**src/rtl/forest_vote.sv**
```systemverilog
// forest_vote: collects NUM_TREES class votes from a random-forest's trees,
// picks the majority class among sunny/rainy/snowy and holds the prediction
// until the consumer takes it.
// Optional feature macro: FOREST_PREV_TIE_EN -- ties prefer the class of the
// previous prediction when it is among the tied classes.
module forest_vote #(
  parameter int NUM_TREES = 5
) (
  input  logic       CLOCK_50,
  input  logic       rst,
  input  logic       in_valid,
  input  logic [2:0] in_class,
  output logic       in_ready,
  output logic       out_valid,
  input  logic       out_ready,
  output logic [2:0] out_class,
  output logic [3:0] out_votes
);

  localparam logic [3:0] LAST_VOTE = 4'(NUM_TREES);

  localparam logic [2:0] CLS_SUNNY   = 3'b000;
  localparam logic [2:0] CLS_RAINY   = 3'b001;
  localparam logic [2:0] CLS_SNOWY   = 3'b110;
  localparam logic [2:0] CLS_UNKNOWN = 3'b111;

  typedef enum logic [1:0] {COLLECT, DECIDE, HOLD} state_t;

  state_t     state;
  logic [3:0] cnt_sunny;
  logic [3:0] cnt_rainy;
  logic [3:0] cnt_snowy;
  logic [3:0] cnt_unknown;
  logic [3:0] cnt_total;
  logic [2:0] win_class;
  logic [3:0] win_votes;
`ifdef FOREST_PREV_TIE_EN
  logic [2:0] prev_class;
`endif

  // Votes are only taken while collecting; state is a register so this is glitch-free.
  assign in_ready = (state == COLLECT);

  // Winner selection: strict-greater compares give sunny > rainy > snowy on ties.
  always_comb begin
    win_class = CLS_SUNNY;
    win_votes = cnt_sunny;
    if (cnt_rainy > win_votes) begin
      win_class = CLS_RAINY;
      win_votes = cnt_rainy;
    end
    if (cnt_snowy > win_votes) begin
      win_class = CLS_SNOWY;
      win_votes = cnt_snowy;
    end
`ifdef FOREST_PREV_TIE_EN
    // A tied previous winner keeps its title; the vote count is the same either way.
    if ((prev_class == CLS_SUNNY && cnt_sunny == win_votes) ||
        (prev_class == CLS_RAINY && cnt_rainy == win_votes) ||
        (prev_class == CLS_SNOWY && cnt_snowy == win_votes)) begin
      win_class = prev_class;
    end
`endif
    // No weather votes at all: report unknown with zero votes.
    if (win_votes == 4'd0) begin
      win_class = CLS_UNKNOWN;
    end
  end

  // Control FSM with vote counters and registered prediction outputs.
  always_ff @(posedge CLOCK_50 or posedge rst) begin
    if (rst) begin
      state       <= COLLECT;
      cnt_sunny   <= 4'd0;
      cnt_rainy   <= 4'd0;
      cnt_snowy   <= 4'd0;
      cnt_unknown <= 4'd0;
      cnt_total   <= 4'd0;
      out_valid   <= 1'b0;
      out_class   <= CLS_UNKNOWN;
      out_votes   <= 4'd0;
`ifdef FOREST_PREV_TIE_EN
      prev_class  <= CLS_UNKNOWN;
`endif
    end else begin
      case (state)
        COLLECT: begin
          if (in_valid) begin
            case (in_class)
              CLS_SUNNY: cnt_sunny   <= cnt_sunny + 4'd1;
              CLS_RAINY: cnt_rainy   <= cnt_rainy + 4'd1;
              CLS_SNOWY: cnt_snowy   <= cnt_snowy + 4'd1;
              default:   cnt_unknown <= cnt_unknown + 4'd1;
            endcase
            cnt_total <= cnt_total + 4'd1;
            if (cnt_total == LAST_VOTE - 4'd1) begin
              state <= DECIDE;
            end
          end
        end
        DECIDE: begin
          out_class <= win_class;
          out_votes <= win_votes;
          state     <= HOLD;
        end
        HOLD: begin
          // The prediction becomes visible one cycle after it is registered.
          if (!out_valid) begin
            out_valid <= 1'b1;
          end else if (out_ready) begin
            out_valid   <= 1'b0;
            cnt_sunny   <= 4'd0;
            cnt_rainy   <= 4'd0;
            cnt_snowy   <= 4'd0;
            cnt_unknown <= 4'd0;
            cnt_total   <= 4'd0;
            state       <= COLLECT;
`ifdef FOREST_PREV_TIE_EN
            prev_class  <= out_class;
`endif
          end
        end
        default: state <= COLLECT;
      endcase
    end
  end

endmodule

```
**config.mk**
```make
export PLATFORM = sky130hd
export DESIGN_NAME = forest_vote
export DESIGN_NICKNAME = d
export VERILOG_FILES = /design/src/rtl/forest_vote.sv
export SDC_FILE = /design/constraint.sdc
export NUM_CORES = 1
export LEC_CHECK = 0
export CELL_PAD_IN_SITES_DETAIL_PLACEMENT = 0
export CELL_PAD_IN_SITES_GLOBAL_PLACEMENT = 2
export CORE_MARGIN = 1
export CORE_UTILIZATION = 45
export CTS_BUF_LIST = sky130_fd_sc_hd__clkbuf_8
export DETAILED_ROUTE_END_ITERATION = 6
export DONT_BUFFER_PORTS = 1
export MAX_ROUTING_LAYER = met4
export PLACE_DENSITY = 0.91
export SYNTH_ARGS = -nofsm -noshare
export SYNTH_HDL_FRONTEND = slang
export SYNTH_SLANG_ARGS = --single-unit
```
**constraint.sdc**
```tcl
create_clock -name CLOCK_50 -period 8.5 [get_ports CLOCK_50]
set_input_delay 2.125 -clock CLOCK_50 [delete_from_list [all_inputs] [get_ports CLOCK_50]]
set_output_delay 2.125 -clock CLOCK_50 [all_outputs]
set_load 0.02 [all_outputs]
```
# Word level (Yosys, flattened, before mapping)
# Cells that the tools add are included.
# classes
n_addsub,4
n_eq_ne,12
magnitude_cmp,2
reduce_logical,9
muxes,25
# ops
cell,n
$mux 4,11
$pmux 4 s2,4
$add 4x1->4 const B,4
$reduce_and 5->1,3
$gt 4x4->1,2
$mux 2,4
$ne 2x1->1 const B,4
$reduce_and 4->1,2
$mux 3,2
$ne 2x2->1 const B,3
$pmux 2 s3,1
$eq 4x3->1 const B,1
$logic_not 4->1,1
$eq 3x1->1 const B,1
$eq 3x3->1 const B,1
$logic_not 3->1,1
$mux 1,3
$eq 2x1->1 const B,1
$eq 2x2->1 const B,1
$logic_not 2->1,1
$reduce_bool 2->1,1
# word_totals
register_bits,26
in_bits,7
wordCells,60
output_inout_bits,9

# Depth between registers and ports, before layout
# logic_depth
ltp_word,6
depth_mapped,11
mapped_depth_nobuf,11

# Worst setup path before layout
# No wires, ideal clock.
# synth_path
path_type,input to register
start,input in_class[2]
end,register cnt_rainy[3]
t_required_ns,8.422
slack_ns,5.429
path_buffers,0
arrival_time_ns,2.993
stages,4
setup_time_ns,0.078
cell_sequence,nor4b_2 nand2_1 or3_1 a21oi_1
# synth_via
elab_chain_len,3
# synth_lines
element,line_no,rtl
from (decl),12,"input logic [2:0] in_class,"
$eq 3x1->1,89,case (in_class)
$ne 2x1->1 (no line),n/a,
$reduce_and 5->1 (no line),n/a,
to (signal assigned),91,CLS_RAINY: cnt_rainy <= cnt_rainy + 4'd1;
to (decl),31,logic [3:0] cnt_rainy;
# Every way passes these cells.
# A chain may end at the register's enable or synchronous reset.

# Worst setup path after layout
# layout_path
start,register state[0]
end,output in_ready
# layout_via
elab_chain_len,1
# layout_lines
element,line_no,rtl
from (decl),29,state_t state;
from (signal assigned),73,state <= COLLECT;
from (signal assigned),97,state <= DECIDE;
from (signal assigned),104,state <= HOLD;
$logic_not 2->1,42,assign in_ready = (state == COLLECT);
to (decl),13,"output logic in_ready,"
# Every way passes these cells.

==> results.json <==
{
  "row_count": 20,
  "core-area_um2": 3150,
  "path_depth": 1,
  "cp-start-kind": "flop",
  "r2r-end": "out_class[0]",
  "clk_pin_slew_ns": 0.09,
  "cts_num_sinks": 25,
  "grt.overflow.total": 0,
  "irDropWorstVdd_mv": 0.135,
  "routed_via_density": 5.62,
  "antenna-diode-count": 0,
  "first_global_vias": 1161,
  "drtAntennaViolNets": 0,
  "rsz0062_at_grt": "no",
  "hold_viol": 0,
  "hpwl_um": 2330,
  "synth_area_leaders": "dfrtp_1, ha_1, mux2i_1, mux2_2, nand2_1",
  "io_buffers": 0,
  "crit_start": "state[0]",
  "cts_buffer_depth": 2,
  "rr_worst_depth": 11,
  "cp-endpoint": "in_ready",
  "arrival_ns": 1.23,
  "fmax_mhz": 298,
  "grt_pass1_wl_um": 5110,
  "die_y_um": 60.6,
  "wl_per_cell_um": 14.7,
  "htree_num_levels": 1,
  "crit_chain": "nor2_1",
  "antenna_found_initial": 0,
  "required_ns": 6.38,
  "slew_violations": 0,
  "grt_max_degree": 26,
  "relSlewSlack_pct": 38.2,
  "gp_congestion": 0.767,
  "synth_cells": 156,
  "dieWidth_um": 60.6,
  "critical-path-max-stage-delay_ns": 0.52,
  "cp_max_fo": 10,
  "status": "complete, no violations",
  "post_cts_buffers": 0,
  "ys_seq_area_share_pct": 40.6,
  "synth_top_area_share_pct": 37.2,
  "avgSynthCellArea_um2": 9.91,
  "drc": 0,
  "synth_area_leader_cell": "dfrtp_1",
  "cts_resized": 0,
  "ioPinCount": 16,
  "syn_nets": 176,
  "timing.rr.start": "cnt_sunny[2]",
  "yosysUniqueCellTypes": 35,
  "critical_path.slowest_cell": "dfrtp_1",
  "insertion_delay_ns": 0.27,
  "critPathTopFamily": "flip-flops",
  "fin_nets": 178,
  "drv_cap": 0,
  "fin_ws_ns": 5.14,
  "grtUsageTotal_pct": 19.6,
  "fin_crit_sh_pct": 39.5,
  "start_util_pct": 49.0,
  "synth-async-reset-ratio_pct": 100,
  "hp-class": "flop to flop",
  "fin_setup_tns_ns": 0,
  "power_density_nw_per_um2": 422,
  "synthToLayoutAreaGrowth_pct": 5.66,
  "mostFrequentLayoutCells": "dfrtp_1, nand2_1, nor2_1, ha_1, inv_1",
  "ys_warn_count": 0,
  "cts_tree": "done",
  "final_common_cell": "dfrtp_1",
  "power_mw": 0.690,
  "drtIter0Drc": 39,
  "drive_gt1_share_pct": 12.1,
  "crit_path_end_kind": "primary output",
  "worstPathBufferInverterCount": 0,
  "drt_wl_total_um": 2950,
  "tightestPinTransition_ns": 0.925,
  "p_leak_nw": 0.743,
  "cts_hold_buffers": 0,
  "dp_slack_ns": 5.30,
  "setup_viol": 0,
  "syn_area_um2": 1550,
  "final_util_pct": 51.8,
  "synth_edf_count": 0,
  "finalClockSkew_ns": 0.00521,
  "die_area_um2": 3670,
  "r2r_slack_ns": 5.38,
  "cts_made_buffers": 3,
  "fin_hold_ws_ns": 0.536,
  "synth_ff_type": "dfrtp_1",
  "vias": 1130,
  "path_class": "flop to primary output",
  "drt_first_pass_iters": 4,
  "clockRootBuffer": "clkbuf_8",
  "synth-seq-cells": 25,
  "finalWorstPathRequiredPeriod_ns": 3.36
}
==> where the power goes <==
part | leakage [nW] | internal, mW | total [mW] | switching (mW)
clock network | 0.0217 | 0.0333 | 0.0725 | 0.0392
registers | 0.319 | 0.169 | 0.246 | 0.0769
logic | 0.402 | 0.177 | 0.371 | 0.194
total | 0.743 | 0.380 | 0.690 | 0.310
==> sequential cells by signal, indices dropped and copies added (netlist names) <==
signal     flops
cnt_rainy      4
out_class      2
cnt_sunny      4
cnt_total      4
out_votes      4
state          2
out_valid      1
cnt_snowy      4
==> layer usage <==
| layer | global-route usage, % | share of wire [%] | routed length (um) | vias up |
|---|---|---|---|---|
| met5 | - | 0 | 0 | - |
| met4 | 7.79 | 1.8 | 54 | 0 |
| met3 | 2.99 | 3.2 | 95 | 6 |
| met2 | 31.2 | 48 | 1410 | 18 |
| met1 | 25.0 | 47 | 1390 | 548 |
| li1 | - | - | - | 558 |
==> logic make-up after synthesis <==
logic type | synth area share, %
xor+xnor | 3.40
buf+inv | 3.96
simple gates | 22.3
fa+ha+maj | 10.5
flops | 40.6
mux | 10.4
compound gates | 8.74
==> worst min path at each step <==
stage	start	endpoint	slack, ns	cells past startpoint
after floorplan	state[1]	state[0]	0.49	1
after global placement	cnt_total[0]	cnt_total[0]	0.51	1
after detailed placement	cnt_total[3]	cnt_total[3]	0.53	2
after CTS	cnt_total[0]	cnt_total[0]	0.54	1
after global routing	out_class[0]	out_class[0]	0.55	2
final	cnt_total[0]	cnt_total[0]	0.54	1
==> metrics by stage <==
| stage | instance area, um2 | std cells |
|---|---|---|
| floorplan | 1550 | 156 |
| global placement | 1590 | 197 |
| detailed placement | 1590 | 197 |
| CTS | 1630 | 201 |
| global route | 1630 | 201 |
| finish | 1630 | 201 |
==> cells in the mapped netlist, drive strengths merged (4+ instances only) <==
cell	number
dfrtp	23
nor4	4
mux2i	9
nor2	13
nand2	15
mux2	6
xnor2	4
inv	12
nand3	11
nand3b	5
ha	13
a21oi	4
o21ai	11
==> final cells by class <==
class	count	area [um2]
fillers	286	1520
multi-input cells	116	857
flip-flops and latches	25	628
well taps	44	55.1
inverters	12	45.0
clock buffers	3	41.3
clock inverters	1	7.51
No activity file was read; power rests on OpenSTA's default activity.
